File: config.mk
export PLATFORM = sky130hd
export DESIGN_NAME = sc_lives_levels_counter_flat
export DESIGN_NICKNAME = d
export VERILOG_FILES = /design/src/rtl/sc_lives_levels_counter_pkg.sv /design/src/rtl/sc_lives_levels_counter_if.sv /design/src/rtl/sc_lives_levels_counter_edge_detect.sv /design/src/rtl/sc_lives_levels_counter.sv /design/src/flat_wrapper.sv
export SDC_FILE = /design/constraint.sdc
export NUM_CORES = 1
export LEC_CHECK = 0
export BUFFER_PORTS_ARGS = -buffer_cell sky130_fd_sc_hd__buf_2
export CAP_MARGIN = 20
export CORE_AREA = 3 3 40 42
export DETAILED_ROUTE_END_ITERATION = 8
export DIE_AREA = 0 0 43 45
export PLACE_DENSITY = 0.63
export SETUP_SLACK_MARGIN = 0.15
export SLEW_MARGIN = 40
export SYNTH_ARGS = -nofsm -noshare
export SYNTH_HDL_FRONTEND = slang
export SYNTH_SLANG_ARGS = --single-unit
export TNS_END_PERCENT = 20
File: constraint.sdc
create_clock -name SC_LIVESLEVELS_CLOCK_50 -period 4.02 [get_ports SC_LIVESLEVELS_CLOCK_50]
set_clock_uncertainty 0.05 [all_clocks]
set_input_delay 0.804 -clock SC_LIVESLEVELS_CLOCK_50 [delete_from_list [all_inputs] [get_ports SC_LIVESLEVELS_CLOCK_50]]
set_output_delay 0.804 -clock SC_LIVESLEVELS_CLOCK_50 [all_outputs]
set_load 0.03 [all_outputs]
File: src/rtl/sc_lives_levels_counter_pkg.sv
`default_nettype none
// ============================================================================
//  Package     : sc_game_pkg
//  Description : Constants and types shared between the Frogger game FSM and
//                its lives/levels bookkeeping stage. This includes default
//                counter sizing and limits, plus the strobe edge-detector
//                state encoding.
//  Revision    : 1.0 - initial release
// ============================================================================
package sc_game_pkg;

    // Default counter sizing and limits
    localparam int DEFAULT_LIVES_W     = 3;
    localparam int DEFAULT_LEVEL_W     = 3;
    localparam int DEFAULT_INIT_LIVES  = 3;
    localparam int DEFAULT_MAX_LIVES   = 7;
    localparam int DEFAULT_MAX_LEVEL   = 5;
    localparam int DEFAULT_BONUS_EVERY = 2;

    // Per-strobe edge detector states
    typedef enum logic [0:0] {
        ST_IDLE  = 1'b0,
        ST_ARMED = 1'b1
    } edge_state_t;

endpackage : sc_game_pkg
`default_nettype wire

File: src/rtl/sc_lives_levels_counter_if.sv
`default_nettype none
// ============================================================================
//  Interface   : sc_lives_levels_counter_if
//  Description : Handshake between the general game FSM and the lives/levels
//                counter.
//                master : game FSM side. It drives the active-low strobes and
//                         reads back the flags and counts.
//                slave  : counter side.
//  Signals     : SC_LIVESLEVELS_clear_InLow            reload request (act-low)
//                SC_LIVESLEVELS_contador_vidas_InLow   lose-one-life strobe
//                SC_LIVESLEVELS_contador_niveles_InLow advance-level strobe
//                SC_LIVESLEVELS_COMPARATOR_LIVES       1 = lives exhausted
//                SC_LIVESLEVELS_COMPARATOR_LEVELS      0 = last level reached
//                SC_LIVESLEVELS_lives_Out              current lives
//                SC_LIVESLEVELS_level_Out              current level
//  Revision    : 1.0 - initial release
// ============================================================================
interface sc_lives_levels_counter_if
    import sc_game_pkg::*;
#(
    parameter int LIVES_W = DEFAULT_LIVES_W,
    parameter int LEVEL_W = DEFAULT_LEVEL_W
);

    logic               SC_LIVESLEVELS_clear_InLow;
    logic               SC_LIVESLEVELS_contador_vidas_InLow;
    logic               SC_LIVESLEVELS_contador_niveles_InLow;
    logic               SC_LIVESLEVELS_COMPARATOR_LIVES;
    logic               SC_LIVESLEVELS_COMPARATOR_LEVELS;
    logic [LIVES_W-1:0] SC_LIVESLEVELS_lives_Out;
    logic [LEVEL_W-1:0] SC_LIVESLEVELS_level_Out;

    modport master (
        output SC_LIVESLEVELS_clear_InLow,
        output SC_LIVESLEVELS_contador_vidas_InLow,
        output SC_LIVESLEVELS_contador_niveles_InLow,
        input  SC_LIVESLEVELS_COMPARATOR_LIVES,
        input  SC_LIVESLEVELS_COMPARATOR_LEVELS,
        input  SC_LIVESLEVELS_lives_Out,
        input  SC_LIVESLEVELS_level_Out
    );

    modport slave (
        input  SC_LIVESLEVELS_clear_InLow,
        input  SC_LIVESLEVELS_contador_vidas_InLow,
        input  SC_LIVESLEVELS_contador_niveles_InLow,
        output SC_LIVESLEVELS_COMPARATOR_LIVES,
        output SC_LIVESLEVELS_COMPARATOR_LEVELS,
        output SC_LIVESLEVELS_lives_Out,
        output SC_LIVESLEVELS_level_Out
    );

endinterface : sc_lives_levels_counter_if
`default_nettype wire

File: src/rtl/sc_lives_levels_counter_edge_detect.sv
`default_nettype none
// ============================================================================
//  Module      : sc_strobe_edge_detect
//  Description : Turns an active-low strobe into a single event. The event is
//                asserted on the clock edge where the strobe is first sampled
//                low. A strobe held low for any number of cycles yields
//                exactly one event.
//  Ports       : clk          clock
//                rst          asynchronous active-high reset
//                strobe_n     active-low strobe (same clock domain)
//                strobe_event combinational event, consumed on the next edge
//  Revision    : 1.0 - initial release
// ============================================================================
module sc_strobe_edge_detect
    import sc_game_pkg::*;
(
    input  logic clk,
    input  logic rst,
    input  logic strobe_n,
    output logic strobe_event
);

    edge_state_t r_state;
    edge_state_t w_state_nxt;
    logic        r_hist;

    // History resets to 1 (idle). A strobe that is still low when reset is
    // released is therefore seen as a fresh falling edge.
    always_ff @(posedge clk or posedge rst) begin
        if (rst) begin
            r_state <= ST_IDLE;
            r_hist  <= 1'b1;
        end else begin
            r_state <= w_state_nxt;
            r_hist  <= strobe_n;
        end
    end

    always_comb begin
        w_state_nxt  = r_state;
        strobe_event = 1'b0;
        case (r_state)
            ST_IDLE: begin
                if (!strobe_n && r_hist) begin
                    w_state_nxt  = ST_ARMED;
                    strobe_event = 1'b1;
                end
            end
            ST_ARMED: begin
                if (strobe_n) begin
                    w_state_nxt = ST_IDLE;
                end
            end
            default: begin
                w_state_nxt = ST_IDLE;
            end
        endcase
    end

endmodule : sc_strobe_edge_detect
`default_nettype wire

File: src/rtl/sc_lives_levels_counter.sv
`default_nettype none
// ============================================================================
//  Module      : sc_lives_levels_counter
//  Description : Lives and level bookkeeping for the Frogger game controller.
//                It counts falling edges of the game FSM's active-low
//                strobes. It also returns the comparator flags that the FSM
//                uses to choose between continue, lose and win.
//  Ports       : SC_LIVESLEVELS_CLOCK_50      50 MHz system clock
//                SC_LIVESLEVELS_RESET_InHigh  asynchronous active-high reset
//                bus (slave modport)          strobes in; flags and counts out
//  Options     : SC_LIVESLEVELS_BONUS_LIFE_EN - when defined, one bonus life is
//                granted each time a level event advances the level to a
//                multiple of BONUS_EVERY. The bonus saturates at MAX_LIVES.
//  Revision    : 1.0 - initial release
// ============================================================================
module sc_lives_levels_counter
    import sc_game_pkg::*;
#(
    parameter int LIVES_W     = DEFAULT_LIVES_W,
    parameter int LEVEL_W     = DEFAULT_LEVEL_W,
    parameter int INIT_LIVES  = DEFAULT_INIT_LIVES,
    parameter int MAX_LEVEL   = DEFAULT_MAX_LEVEL
`ifdef SC_LIVESLEVELS_BONUS_LIFE_EN
    ,
    parameter int MAX_LIVES   = DEFAULT_MAX_LIVES,
    parameter int BONUS_EVERY = DEFAULT_BONUS_EVERY
`endif
)
(
    input  logic                      SC_LIVESLEVELS_CLOCK_50,
    input  logic                      SC_LIVESLEVELS_RESET_InHigh,
    sc_lives_levels_counter_if.slave  bus
);

    localparam logic [LIVES_W-1:0] C_INIT_LIVES = LIVES_W'(INIT_LIVES);
    localparam logic [LEVEL_W-1:0] C_MAX_LEVEL  = LEVEL_W'(MAX_LEVEL);
    localparam logic [LEVEL_W-1:0] C_LEVEL_ONE  = LEVEL_W'(1);
`ifdef SC_LIVESLEVELS_BONUS_LIFE_EN
    localparam logic [LIVES_W-1:0] C_MAX_LIVES  = LIVES_W'(MAX_LIVES);
    localparam logic [LEVEL_W-1:0] C_BONUS_EVERY = LEVEL_W'(BONUS_EVERY);
`endif

    logic               w_ev_lives;
    logic               w_ev_level;
    logic [LIVES_W-1:0] r_lives;
    logic [LEVEL_W-1:0] r_level;
    logic [LIVES_W-1:0] w_lives_nxt;
    logic [LEVEL_W-1:0] w_level_nxt;
    logic [LIVES_W-1:0] w_lives_dec;
    logic               w_level_adv;

    // ------------------------------------------------------------------
    // Strobe event detection
    // ------------------------------------------------------------------
    sc_strobe_edge_detect u_edge_vidas (
        .clk          (SC_LIVESLEVELS_CLOCK_50),
        .rst          (SC_LIVESLEVELS_RESET_InHigh),
        .strobe_n     (bus.SC_LIVESLEVELS_contador_vidas_InLow),
        .strobe_event (w_ev_lives)
    );

    sc_strobe_edge_detect u_edge_niveles (
        .clk          (SC_LIVESLEVELS_CLOCK_50),
        .rst          (SC_LIVESLEVELS_RESET_InHigh),
        .strobe_n     (bus.SC_LIVESLEVELS_contador_niveles_InLow),
        .strobe_event (w_ev_level)
    );

    // ------------------------------------------------------------------
    // Next-count logic. A clear request overrides both events. The edge
    // detectors keep tracking history regardless, so a strobe held across
    // a clear is not counted once the clear is released.
    // ------------------------------------------------------------------
    always_comb begin
        w_lives_nxt = r_lives;
        w_level_nxt = r_level;
        w_lives_dec = r_lives;
        w_level_adv = 1'b0;

        if (!bus.SC_LIVESLEVELS_clear_InLow) begin
            w_lives_nxt = C_INIT_LIVES;
            w_level_nxt = C_LEVEL_ONE;
        end else begin
            if (w_ev_lives && (r_lives != '0)) begin
                w_lives_dec = r_lives - LIVES_W'(1);
            end
            if (w_ev_level && (r_level != C_MAX_LEVEL)) begin
                w_level_nxt = r_level + C_LEVEL_ONE;
                w_level_adv = 1'b1;
            end
            w_lives_nxt = w_lives_dec;
`ifdef SC_LIVESLEVELS_BONUS_LIFE_EN
            // The decrement is applied first, so a simultaneous loss and
            // bonus nets to zero unless a clamp is hit.
            if (w_level_adv && ((w_level_nxt % C_BONUS_EVERY) == '0)
                && (w_lives_dec < C_MAX_LIVES)) begin
                w_lives_nxt = w_lives_dec + LIVES_W'(1);
            end
`endif
        end
    end

    always_ff @(posedge SC_LIVESLEVELS_CLOCK_50 or posedge SC_LIVESLEVELS_RESET_InHigh) begin
        if (SC_LIVESLEVELS_RESET_InHigh) begin
            r_lives <= C_INIT_LIVES;
            r_level <= C_LEVEL_ONE;
        end else begin
            r_lives <= w_lives_nxt;
            r_level <= w_level_nxt;
        end
    end

    // ------------------------------------------------------------------
    // Flags decode the registered counts. This makes them follow reset
    // asynchronously and gives them a one-clock delay from the strobe sample.
    // ------------------------------------------------------------------
    assign bus.SC_LIVESLEVELS_COMPARATOR_LIVES  = (r_lives == '0);
    assign bus.SC_LIVESLEVELS_COMPARATOR_LEVELS = (r_level != C_MAX_LEVEL);
    assign bus.SC_LIVESLEVELS_lives_Out         = r_lives;
    assign bus.SC_LIVESLEVELS_level_Out         = r_level;

endmodule : sc_lives_levels_counter
`default_nettype wire

File: src/flat_wrapper.sv
// flat-port wrapper written by rule: the top's interface ports become plain ports
module sc_lives_levels_counter_flat import sc_game_pkg::*;
#(
    parameter int LIVES_W     = DEFAULT_LIVES_W,
    parameter int LEVEL_W     = DEFAULT_LEVEL_W,
    parameter int INIT_LIVES  = DEFAULT_INIT_LIVES,
    parameter int MAX_LEVEL   = DEFAULT_MAX_LEVEL

)
  (SC_LIVESLEVELS_CLOCK_50, SC_LIVESLEVELS_RESET_InHigh, bus_SC_LIVESLEVELS_clear_InLow, bus_SC_LIVESLEVELS_contador_vidas_InLow, bus_SC_LIVESLEVELS_contador_niveles_InLow, bus_SC_LIVESLEVELS_COMPARATOR_LIVES, bus_SC_LIVESLEVELS_COMPARATOR_LEVELS, bus_SC_LIVESLEVELS_lives_Out, bus_SC_LIVESLEVELS_level_Out);
  sc_lives_levels_counter_if #(.LIVES_W(LIVES_W), .LEVEL_W(LEVEL_W)) bus_i ();
  input  logic SC_LIVESLEVELS_CLOCK_50;
  input  logic SC_LIVESLEVELS_RESET_InHigh;
  input wire logic [$bits(bus_i.SC_LIVESLEVELS_clear_InLow)-1:0] bus_SC_LIVESLEVELS_clear_InLow;
  input wire logic [$bits(bus_i.SC_LIVESLEVELS_contador_vidas_InLow)-1:0] bus_SC_LIVESLEVELS_contador_vidas_InLow;
  input wire logic [$bits(bus_i.SC_LIVESLEVELS_contador_niveles_InLow)-1:0] bus_SC_LIVESLEVELS_contador_niveles_InLow;
  output wire logic [$bits(bus_i.SC_LIVESLEVELS_COMPARATOR_LIVES)-1:0] bus_SC_LIVESLEVELS_COMPARATOR_LIVES;
  output wire logic [$bits(bus_i.SC_LIVESLEVELS_COMPARATOR_LEVELS)-1:0] bus_SC_LIVESLEVELS_COMPARATOR_LEVELS;
  output wire logic [$bits(bus_i.SC_LIVESLEVELS_lives_Out)-1:0] bus_SC_LIVESLEVELS_lives_Out;
  output wire logic [$bits(bus_i.SC_LIVESLEVELS_level_Out)-1:0] bus_SC_LIVESLEVELS_level_Out;
  assign bus_i.SC_LIVESLEVELS_clear_InLow = bus_SC_LIVESLEVELS_clear_InLow;
  assign bus_i.SC_LIVESLEVELS_contador_vidas_InLow = bus_SC_LIVESLEVELS_contador_vidas_InLow;
  assign bus_i.SC_LIVESLEVELS_contador_niveles_InLow = bus_SC_LIVESLEVELS_contador_niveles_InLow;
  assign bus_SC_LIVESLEVELS_COMPARATOR_LIVES = bus_i.SC_LIVESLEVELS_COMPARATOR_LIVES;
  assign bus_SC_LIVESLEVELS_COMPARATOR_LEVELS = bus_i.SC_LIVESLEVELS_COMPARATOR_LEVELS;
  assign bus_SC_LIVESLEVELS_lives_Out = bus_i.SC_LIVESLEVELS_lives_Out;
  assign bus_SC_LIVESLEVELS_level_Out = bus_i.SC_LIVESLEVELS_level_Out;
  sc_lives_levels_counter #(.LIVES_W(LIVES_W), .LEVEL_W(LEVEL_W), .INIT_LIVES(INIT_LIVES), .MAX_LEVEL(MAX_LEVEL)) u_core (.SC_LIVESLEVELS_CLOCK_50(SC_LIVESLEVELS_CLOCK_50), .SC_LIVESLEVELS_RESET_InHigh(SC_LIVESLEVELS_RESET_InHigh), .bus(bus_i));
endmodule
### Word level (Yosys, flattened, before mapping)

Cells that the tools add are included.

* add/sub/neg operators: 2
* multiply operators: 0
* div/mod/pow operators: 0
* $lt $le $gt $ge: 0
* equal/unequal tests: 3
* shift operators: 0
* muxes and demuxes: 12
* bitwise gates (word level): 2
* reduce and logical (&&, ||, !) cells: 8

Operator list (count)
* $mux 3: 4
* $mux 1: 6
* $logic_and 1x1->1: 4
* $ne 2x1->1 const B: 2
* $pmux 1 s2: 2
* $add 3x1->3 const B: 1
* $logic_not 3->1: 1
* $ne 3x3->1 const B: 1
* $reduce_bool 3->1: 1
* $sub 3x1->3 const B: 1
* $logic_not 1->1: 2
* $not 1->1: 2

* bits in registers: 10
* bits in latches: 0
* bits in writable memories: 0
* ROM bits: 0
* bits of input ports: 5
* output and inout bits: 8
* logic and storage cells: 33
* memories kept: 0

### Logic depth before layout (Yosys ltp)

Gate-level depths: netlist of run 1.

* depth after elaboration: 7
* gate-level depth with buffers: 5
* gate-level depth less buffers: 5

### By module

From an unflattened synthesis of run 1, not the netlist that was laid out.

* cell total of the unflattened synthesis: 47
* area total of the unflattened synthesis: 524.3 µm²

Modules (own cells, without submodules)
* sc_lives_levels_counter: instances 1, cells each 37, area an instance 369.1 µm², sequential area each 153.9 µm²
* sc_strobe_edge_detect: instances 2, cells each 5, area an instance 77.6 µm², sequential area each 51.3 µm²

### Worst setup path before layout of run 1

OpenSTA, ideal clock, no wires.

* kind: reg-to-output
* start: register u_core.r_lives[0] (netlist: u_core.bus.SC_LIVESLEVELS_lives_Out[0])
* end: output port bus_SC_LIVESLEVELS_COMPARATOR_LIVES
* arrival: 1106 ps
* path slack: 2060 ps
* stages on the path, launching flop included: 4
* path through: dfstp_2 inv_1 ha_1 nor2b_2

* longest elaborated chain between the ends: 1

RTL lines
* start: declaration: line sc_lives_levels_counter.sv:45 `logic [LIVES_W-1:0] r_lives;`
* start signal: assignment: line sc_lives_levels_counter.sv:108 `r_lives <= w_lives_nxt;`
* $logic_not 3->1: line sc_lives_levels_counter.sv:117 `assign bus.SC_LIVESLEVELS_COMPARATOR_LIVES = (r_lives == '0);`
* end: declaration: line flat_wrapper.sv:17 `output wire logic [$bits(bus_i.SC_LIVESLEVELS_COMPARATOR_LIVES)-1:0] bus_SC_LIVESLEVELS_COMPARATOR_LIVES;`

No other way between the ends.

### Worst setup path after layout of run 1

Ends and elaborated chain as after synthesis.

==> results of run 1 <==
[power breakdown]
group	leakage [µW]	internal [µW]	switching, µW
Clock	0.0000210	54.8	33.3
Combinational	0.000187	10.0	16.7
Sequential	0.000119	108	4.58
[cells by family (layout without fill, tap and decap cells)]
kind of cell,count (synthesis),count (layout),share of synthesized area
and+or+nand+nor,22,22,0.247
DFF,10,10,0.496
buffers and inverters,5,20,0.0363
adders and majority gates,4,4,0.0969
muxes,4,4,0.0823
AOI/OAI and AO/OA,3,3,0.0412
[cell usage after synthesis]
cell type	number
nor2b_2	1
a31oi_1	1
nand2_1	8
dfrtp_1	5
nand4_1	2
mux2i_1	2
o21ai_0	1
and4_1	1
ha_1	4
nor4b_4	1
o211a_1	1
nor4_1	1
nand2b_1	2
dfstp_2	5
buf_1	1
mux2_2	2
and3_1	1
nor2_1	5
inv_1	4
[path summary, 6_finish.rpt]
kind	start	endpoint	slack (ps)	cells after the start
min	u_core.u_edge_niveles.r_state$_DFF_PP0_	u_core.u_edge_niveles.r_state$_DFF_PP0_	440	2
max in group asynchronous	SC_LIVESLEVELS_RESET_InHigh	u_core.u_edge_vidas.r_hist$_DFF_PP1_	3160	2
max reg2reg	u_core.bus.SC_LIVESLEVELS_lives_Out[0]$_DFFE_PP1P_	u_core.bus.SC_LIVESLEVELS_lives_Out[0]$_DFFE_PP1P_	2300	5
min reg2reg	u_core.u_edge_niveles.r_state$_DFF_PP0_	u_core.u_edge_niveles.r_state$_DFF_PP0_	440	2
min in group asynchronous	SC_LIVESLEVELS_RESET_InHigh	u_core.bus.SC_LIVESLEVELS_level_Out[1]$_DFFE_PP0P_	460	2
max	u_core.bus.SC_LIVESLEVELS_lives_Out[0]$_DFFE_PP1P_	bus_SC_LIVESLEVELS_COMPARATOR_LIVES	1760	4
[registers in the layout, summed over array words and instances (netlist names)]
signal,cells
u_core.u_edge_vidas.r_state,1
u_core.u_edge_vidas.r_hist,1
u_core.u_edge_niveles.r_state,1
u_core.bus.SC_LIVESLEVELS_lives_Out,3
u_core.bus.SC_LIVESLEVELS_level_Out,3
u_core.u_edge_niveles.r_hist,1
[worst reg2reg max path, cell delays in order, from the launching register on]
cell and delay [ps]:
dfstp_2 540, inv_1 70, ha_1 190, nor2b_2 170, nor4b_4 270, mux2_2 370
[metal layers]
| layer | vias up | GRT usage | routed length (µm) |
|---|---|---|---|
| met5 | - | 0 | 0 |
| met4 | 0 | 0.0542 | 0 |
| met3 | 0 | 0.0239 | 57 |
| met2 | 10 | 0.180 | 406 |
| met1 | 179 | 0.125 | 394 |
| li1 | 191 | - | - |
[area by class of cell]
class	count	area [µm²]
sequential	10	256
clock buffer	4	36.3
timing repair buffer	12	60.1
tap	15	18.8
inverter	4	15.0
multi-input combinational	33	241
fill	139	657
[metrics by stage]
step | worst slack [ps] | instance area (µm²) | hold slack [ps] | power, µW
5_1_grt | 1690 | 628 | 470 | 239
4_1_cts | 1740 | 628 | 450 | 232
6_report | 1760 | 628 | 443 | 227
3_5_place_dp | 2030 | 592 | 434 | 141
2_1_floorplan | 2060 | 517 | 411 | 132
3_3_place_gp | 2070 | 592 | 429 | 140
==> results.yml, run 1 <==
status:
  status: "completed"
place:
  place_hpwl_um: 665
  portBuffers: 12
  gp_congestion: 0.689
  dp_cells: 74
cts:
  clk-insertion-delay-late_ps: 250
  root_buffer: "clkbuf_4"
  cts_setup_buffers: 0
  postCtsHoldBufs: 0
  clock-sinks: 10
  cts_max_level: 1
  clkTransAtPathRegs_ps: 70
  cts_max_path_buffers: 2
  cts_tree: "yes"
  cts.repair.resized: 0
  cts_made_buffers: 3
power_and_ir_drop:
  peakVddDrop_mv: 0.196
  power_density_mw_per_mm2: 361
  power_leakage_uw: 0.000327
setup_path:
  crit_type: "reg2out"
  cp.required_ps: 3170
  cp_slowest_cell: "dfstp_2"
  crit_family: "flip-flops"
  path_cells: "inv_1, ha_1, nor2b_2, buf_2"
  start_kind: "flip-flop"
  cp_num_buf_inv: 2
  cp_max_fo: 3
  cp.arrival_ps: 1400
  crit_path_end_kind: "output pin"
  slowest_delay_ps: 540
routing:
  dr_total_vias: 380
  routed_wl_um: 857
  routed_via_density: 4.87
  avgRoutedWirePerCell_um: 11.0
  drtIter0Drc: 4
  drt_pass1_iterations: 4
  drc: 0
  final_antenna_net_count: 0
layout:
  layout_commonest_cell: "buf_2"
  drive_gt1_frac: 0.397
  finalNonFillerCells: 78
  antennaDiodeCount: 0
  mostFrequentLayoutCells: "buf_2, nand2_1, nor2_1, dfstp_2, dfrtp_1"
  finish.utilization: 0.489
  nets: 73
  syn_to_final_growth_pct: 21.5
global_routing:
  grt_overflow: 0
  grt_antenna_before_repair: 0
  grt_pass1_vias: 371
  grt_max_degree: 11
  grt_usage: 0.105
  grt_pass1_wl_mm: 1.50
min_path:
  hp-class: "reg2reg"
sta:
  setup_viol: 0
  min_period_over_period: 0.561
  finalHoldViolCount: 0
  slew_headroom: 0.752
  period_needed_ps: 2260
  setup-tns-final_ps: 0
  worstMarginPinSlew_ps: 371
  slew_violations: 0
  rsz0062_at_grt: "no"
  max_freq_ghz: 0.443
synthesis:
  ys_seq_area_frac: 0.496
  synthCells: 48
  synth_area_um2: 517
  synth.area.top_cells: "dfstp_2, dfrtp_1, ha_1"
  syn_avg_cell_area_um2: 10.8
  yosysUniqueCellTypes: 19
  synth_top_area_share: 0.254
  yosysWarnings: 0
  synth_top_cell_by_area: "dfstp_2"
  syn_nets: 57
  ys_ff_latch: 10
floorplanning:
  die_w_um: 43
  pin_count: 13
  initial_core_util: 0.402
  die_y_um: 45
  rows: 13
  die-area_mm2: 0.00194
  core-area_mm2: 0.00128
job:
  drv_cap: 0
Note: power is estimated with default switching activity, not from simulation.
==> run 2: changes to the inputs <==
clock period = 2.32 ns   (was 4.02 ns; I/O delays follow)
==> run 2 against run 1 <==
- first-iteration DRC count unchanged
- die area unchanged
- sequential power grew 73%
- critical path type unchanged
- final cell count did not move
- non-clock buffer count unchanged
- via count fell by 0.26%
- core utilization stayed put
==> results.yml, run 2 (synthesized netlist as in run 1, its figures left out) <==
status:
  status: "completed"
global_routing:
  grt_antenna_before_repair: 0
  grt_overflow: 0
  grt_pass1_wl_mm: 1.46
  grt_max_degree: 11
  grt_usage: 0.101
  grt_pass1_vias: 354
power_and_ir_drop:
  power_leakage_uw: 0.000327
  power_density_mw_per_mm2: 625
  peakVddDrop_mv: 0.446
setup_path:
  crit_type: "reg2out"
  r2r-end: "u_core.bus.SC_LIVESLEVELS_lives_Out[1]$_DFFE_PP1P_"
  cp.required_ps: 1810
  r2r_cells: 5
  startpoint: "u_core.bus.SC_LIVESLEVELS_lives_Out[0]$_DFFE_PP1P_"
  regToRegSetupSlack_ps: 620
  start_kind: "flip-flop"
  rr_startpoint: "u_core.bus.SC_LIVESLEVELS_lives_Out[0]$_DFFE_PP1P_"
  cp_max_fo: 3
  cp.arrival_ps: 1380
  crit_path_end_kind: "output pin"
sta:
  worst_slack_ps: 424
  setup-tns-final_ps: 0
  period_needed_ps: 1900
  slew_violations: 0
  setup_viol: 0
  min_period_over_period: 0.817
  max_freq_ghz: 0.528
  finalHoldViolCount: 0
  slew_headroom: 0.753
  rsz0062_at_grt: "no"
  worstMarginPinSlew_ps: 370
layout:
  drive_gt1_frac: 0.397
  syn_to_final_growth_pct: 21.5
  layout_commonest_cell: "buf_2"
  mostFrequentLayoutCells: "buf_2, nand2_1, nor2_1, dfstp_2, dfrtp_1"
  nets: 73
  antennaDiodeCount: 0
place:
  portBuffers: 12
  gp_congestion: 0.735
  pre_cts_ws_ps: 613
  place_hpwl_um: 662
floorplanning:
  pin_count: 13
  die_y_um: 45
  core-area_mm2: 0.00128
  die_w_um: 43
  die-area_mm2: 0.00194
  rows: 13
  initial_core_util: 0.402
routing:
  drc: 0
  drtIter0Drc: 4
  final_antenna_net_count: 0
  routed_wl_um: 835
  avgRoutedWirePerCell_um: 10.7
  dr_total_vias: 379
  routed_via_density: 4.86
  drt_pass1_iterations: 2
cts:
  cts.repair.resized: 0
  postCtsHoldBufs: 0
  cts_tree: "yes"
  cts_max_path_buffers: 2
  cts_max_level: 1
  clk-insertion-delay-late_ps: 260
  clock-sinks: 10
  cts_setup_buffers: 0
  clkTransAtPathRegs_ps: 70
  cts_made_buffers: 3
  root_buffer: "clkbuf_4"
job:
  drv_cap: 0
min_path:
  hp-class: "in2async"
-- run 2: cell counts in the layout (fill, tap and decap cells not counted) --
Identical to the previous run, type by type.
-- run 2: stage by stage --
stage	cells	util	cell area [µm²]	hold WS (ps)	total power, µW
after detailed placement	74	0.461	592	403	244
final	78	0.489	628	110	393
after CTS	78	0.489	628	120	399
after floorplan	48	-	517	251	230
after global placement	74	0.461	592	408	243
after global routing	78	0.489	628	137	414
-- run 2: cell type report --
class	count	area (µm²)
Clock buffer	4	36.3
Inverter	4	15.0
Fill cell	131	657
Tap cell	15	18.8
Sequential cell	10	256
Timing Repair Buffer	12	60.1
Multi-Input combinational cell	33	241
-- run 2: where the power goes --
| part | switching, µW | internal (µW) | total, µW |
|---|---|---|---|
| registers | 7.70 | 186 | 194 |
| logic | 28.8 | 17.5 | 46.2 |
| clock network | 57.3 | 95.1 | 152 |
-- run 2: layer usage --
layer | up-vias | track usage | share of wire
li1 | 193 | - | -
met1 | 174 | 0.130 | 0.45
met2 | 10 | 0.159 | 0.48
met3 | 2 | 0.0239 | 0.068
met4 | 0 | 0.0542 | 0.0048
met5 | - | 0 | 0
-- run 2: critical path, stage by stage, from the launching register on --
cell     delay, ps
dfstp_2        530
inv_1           60
ha_1           180
nor2b_2        170
buf_2          180
-- run 2: worst max path at each step --
| stage | end | slack, ps | cells after the start |
|---|---|---|---|
| 2_1_floorplan | u_core.bus.SC_LIVESLEVELS_lives_Out[0]$_DFFE_PP1P_ | 470 | 5 |
| 3_3_place_gp | u_core.bus.SC_LIVESLEVELS_lives_Out[0]$_DFFE_PP1P_ | 650 | 5 |
| 3_5_place_dp | u_core.bus.SC_LIVESLEVELS_lives_Out[1]$_DFFE_PP1P_ | 610 | 5 |
| 4_1_cts | bus_SC_LIVESLEVELS_COMPARATOR_LIVES | 410 | 4 |
| 5_1_grt | bus_SC_LIVESLEVELS_COMPARATOR_LIVES | 360 | 4 |
| 6_report | bus_SC_LIVESLEVELS_COMPARATOR_LIVES | 420 | 4 |
==> run 3: changes to the inputs <==
ABC_AREA = 1   (was default)
PLACE_DENSITY = 0.66   (was 0.63)
clock period = 1.8 ns   (was 2.32 ns; I/O delays follow)
==> run 3 against run 2 <==
- sequential power grew 29%
- largest power group unchanged
- die area did not move
- register-to-register slack worse by 160 ps
==> results.yml, run 3 <==
place:
  portBuffers: 12
  gp_congestion: 0.822
  pre_cts_ws_ps: 277
  place_hpwl_um: 729
sta:
  max_freq_ghz: 0.607
  slew_headroom: 0.744
  min_period_over_period: 0.915
  finalHoldViolCount: 0
  whs_ps: 8.75
  period_needed_ps: 1650
  rsz0062_at_grt: "yes"
  setup-tns-final_ps: 0
  worstMarginPinSlew_ps: 383
  slew_violations: 0
  setup_viol: 0
  worst_slack_ps: 154
setup_path:
  path_cells: "inv_2, ha_4, nand2_4, inv_2, buf_6"
  start_kind: "flip-flop"
  cp_common_cell: "inv_2"
  slowest_delay_ps: 540
  cp_max_fo: 2
  cp_slowest_cell: "dfstp_2"
  crit_type: "reg2out"
  crit_path_end_kind: "output pin"
  crit_family: "flip-flops"
  cp_num_buf_inv: 3
  rr_startpoint: "u_core.bus.SC_LIVESLEVELS_lives_Out[0]$_DFFE_PP1P_"
  cp.required_ps: 1390
  cp.arrival_ps: 1240
  startpoint: "u_core.bus.SC_LIVESLEVELS_lives_Out[1]$_DFFE_PP1P_"
status:
  status: "completed"
routing:
  routed_wl_mm: 1.15
  avgRoutedWirePerCell_um: 11.5
  dr_total_vias: 481
  drtIter0Drc: 7
  drt_pass1_iterations: 4
  routed_via_density: 4.81
  final_antenna_net_count: 0
  drc: 0
floorplanning:
  die_y_um: 45
  die-area_mm2: 0.00194
  core-area_mm2: 0.00128
  die_w_um: 43
  pin_count: 13
  rows: 13
  initial_core_util: 0.425
layout:
  register_area_um2: 256
  nets: 95
  multi_input_area_um2: 234
  mostFrequentLayoutCells: "nand3_1, inv_1, buf_2"
  finish.utilization: 0.566
  syn_to_final_growth_pct: 33.3
  layout_commonest_cell: "nand3_1"
  fill_cells: 124
  antennaDiodeCount: 0
  drive_gt1_frac: 0.435
synthesis:
  synthCells: 63
  synth_flop_cell: "dfstp_2"
  ys_seq_area_frac: 0.470
  ys_ff_latch: 10
  synth_top_cell_by_area: "dfstp_2"
  netlist_top_cells_count: "inv_1, nand3_1, nand2_1, dfrtp_1, dfstp_2"
  synth-edff-count: 0
  synth_top_area_share: 0.241
  synth_area_um2: 546
  async_reset_ff_frac: 1.00
  syn_nets: 72
  syn_avg_cell_area_um2: 8.66
  yosysWarnings: 0
  synth.area.top_cells: "dfstp_2, dfrtp_1, nand3_1"
  yosysUniqueCellTypes: 15
  yosysMostFrequentCell: "inv_1"
cts:
  cts_made_buffers: 3
  cts_tree: "yes"
  cts_max_path_buffers: 2
  clk-insertion-delay-late_ps: 260
  clock-sinks: 10
  root_buffer: "clkbuf_4"
  cts_max_level: 1
  clkTransAtPathRegs_ps: 70
power_and_ir_drop:
  power_density_mw_per_mm2: 755
  peakVddDrop_mv: 0.481
  netSwitchingFraction: 0.269
  power_leakage_uw: 0.000424
  clkPwrFrac: 0.371
  combPwrFrac: 0.174
  finalPower_uw: 549
  p_seq_frac: 0.455
  p_int_uw: 401
  switching_power_uw: 148
global_routing:
  grt_pass1_vias: 474
  grt_pass1_wl_mm: 1.95
  grt_antenna_before_repair: 0
  grt_usage: 0.140
  grt_max_degree: 11
  grt_overflow: 0
min_path:
  hp-class: "in2async"
job:
  drv_cap: 0
run 3: power groups by stage:
stage | registers (µW) | clock network [µW] | logic (µW)
5_1_grt | 251 | 228 | 108
4_1_cts | 249 | 211 | 88.6
3_5_place_dp | 254 | 0 | 76.3
2_1_floorplan | 267 | 0 | 43.1
3_3_place_gp | 254 | 0 | 75.1
6_report | 250 | 203 | 95.5
run 3: path summary, 6_finish.rpt:
| path | endpoint | slack [ps] | cells past startpoint |
|---|---|---|---|
| setup / recovery | bus_SC_LIVESLEVELS_COMPARATOR_LIVES | 150 | 5 |
| hold / removal | u_core.bus.SC_LIVESLEVELS_level_Out[2]$_DFFE_PP0P_ | 9 | 2 |
| setup reg to reg | u_core.bus.SC_LIVESLEVELS_lives_Out[2]$_DFFE_PP0P_ | 460 | 6 |
| hold reg to reg | u_core.u_edge_niveles.r_state$_DFF_PP0_ | 470 | 2 |
| max in group asynchronous | u_core.u_edge_niveles.r_hist$_DFF_PP1_ | 1380 | 2 |
| min in group SC_LIVESLEVELS_CLOCK_50 | u_core.u_edge_vidas.r_hist$_DFF_PP1_ | 160 | 1 |
run 3: through the flow:
| step | instances | area [µm²] |
|---|---|---|
| floorplan | 63 | 546 |
| global placement | 89 | 617 |
| detailed placement | 89 | 617 |
| CTS | 97 | 704 |
| global route | 100 | 727 |
| finish | 100 | 727 |
run 3: kinds of logic after synthesis:
group,synth area share
fa+ha+maj,0.0917
buf+inv,0.124
compound gates,0.0183
xor+xnor,0.0321
flops,0.470
simple gates,0.264
run 3: timing repair:
action / 4_1_cts / 5_1_grt
pin swaps: 2 / 0
setup endpoints to repair: 2 / 2
hold buffers: 0 / 0
buffers inserted: 4 / 3
cloned: 0 / 0
hold endpoints to repair: 0 / 0
gates resized for setup: 7 / 0
run 3: layer usage:
metal  part of all wire  GRT usage  up-vias
met1               0.40      0.138      221
met3              0.051     0.0319        2
met5                  0          0        -
li1                   -          -      243
met4              0.011      0.102        0
met2               0.54      0.257       15
run 3: final cells by class:
| class | instances | share of cell area |
|---|---|---|
| repair buffers | 19 | 0.167 |
| clock buffers | 4 | 0.0499 |
| flip-flops and latches | 10 | 0.353 |
| well taps | 15 | 0.0258 |
| inverters | 16 | 0.0826 |
| multi-input cells | 36 | 0.322 |
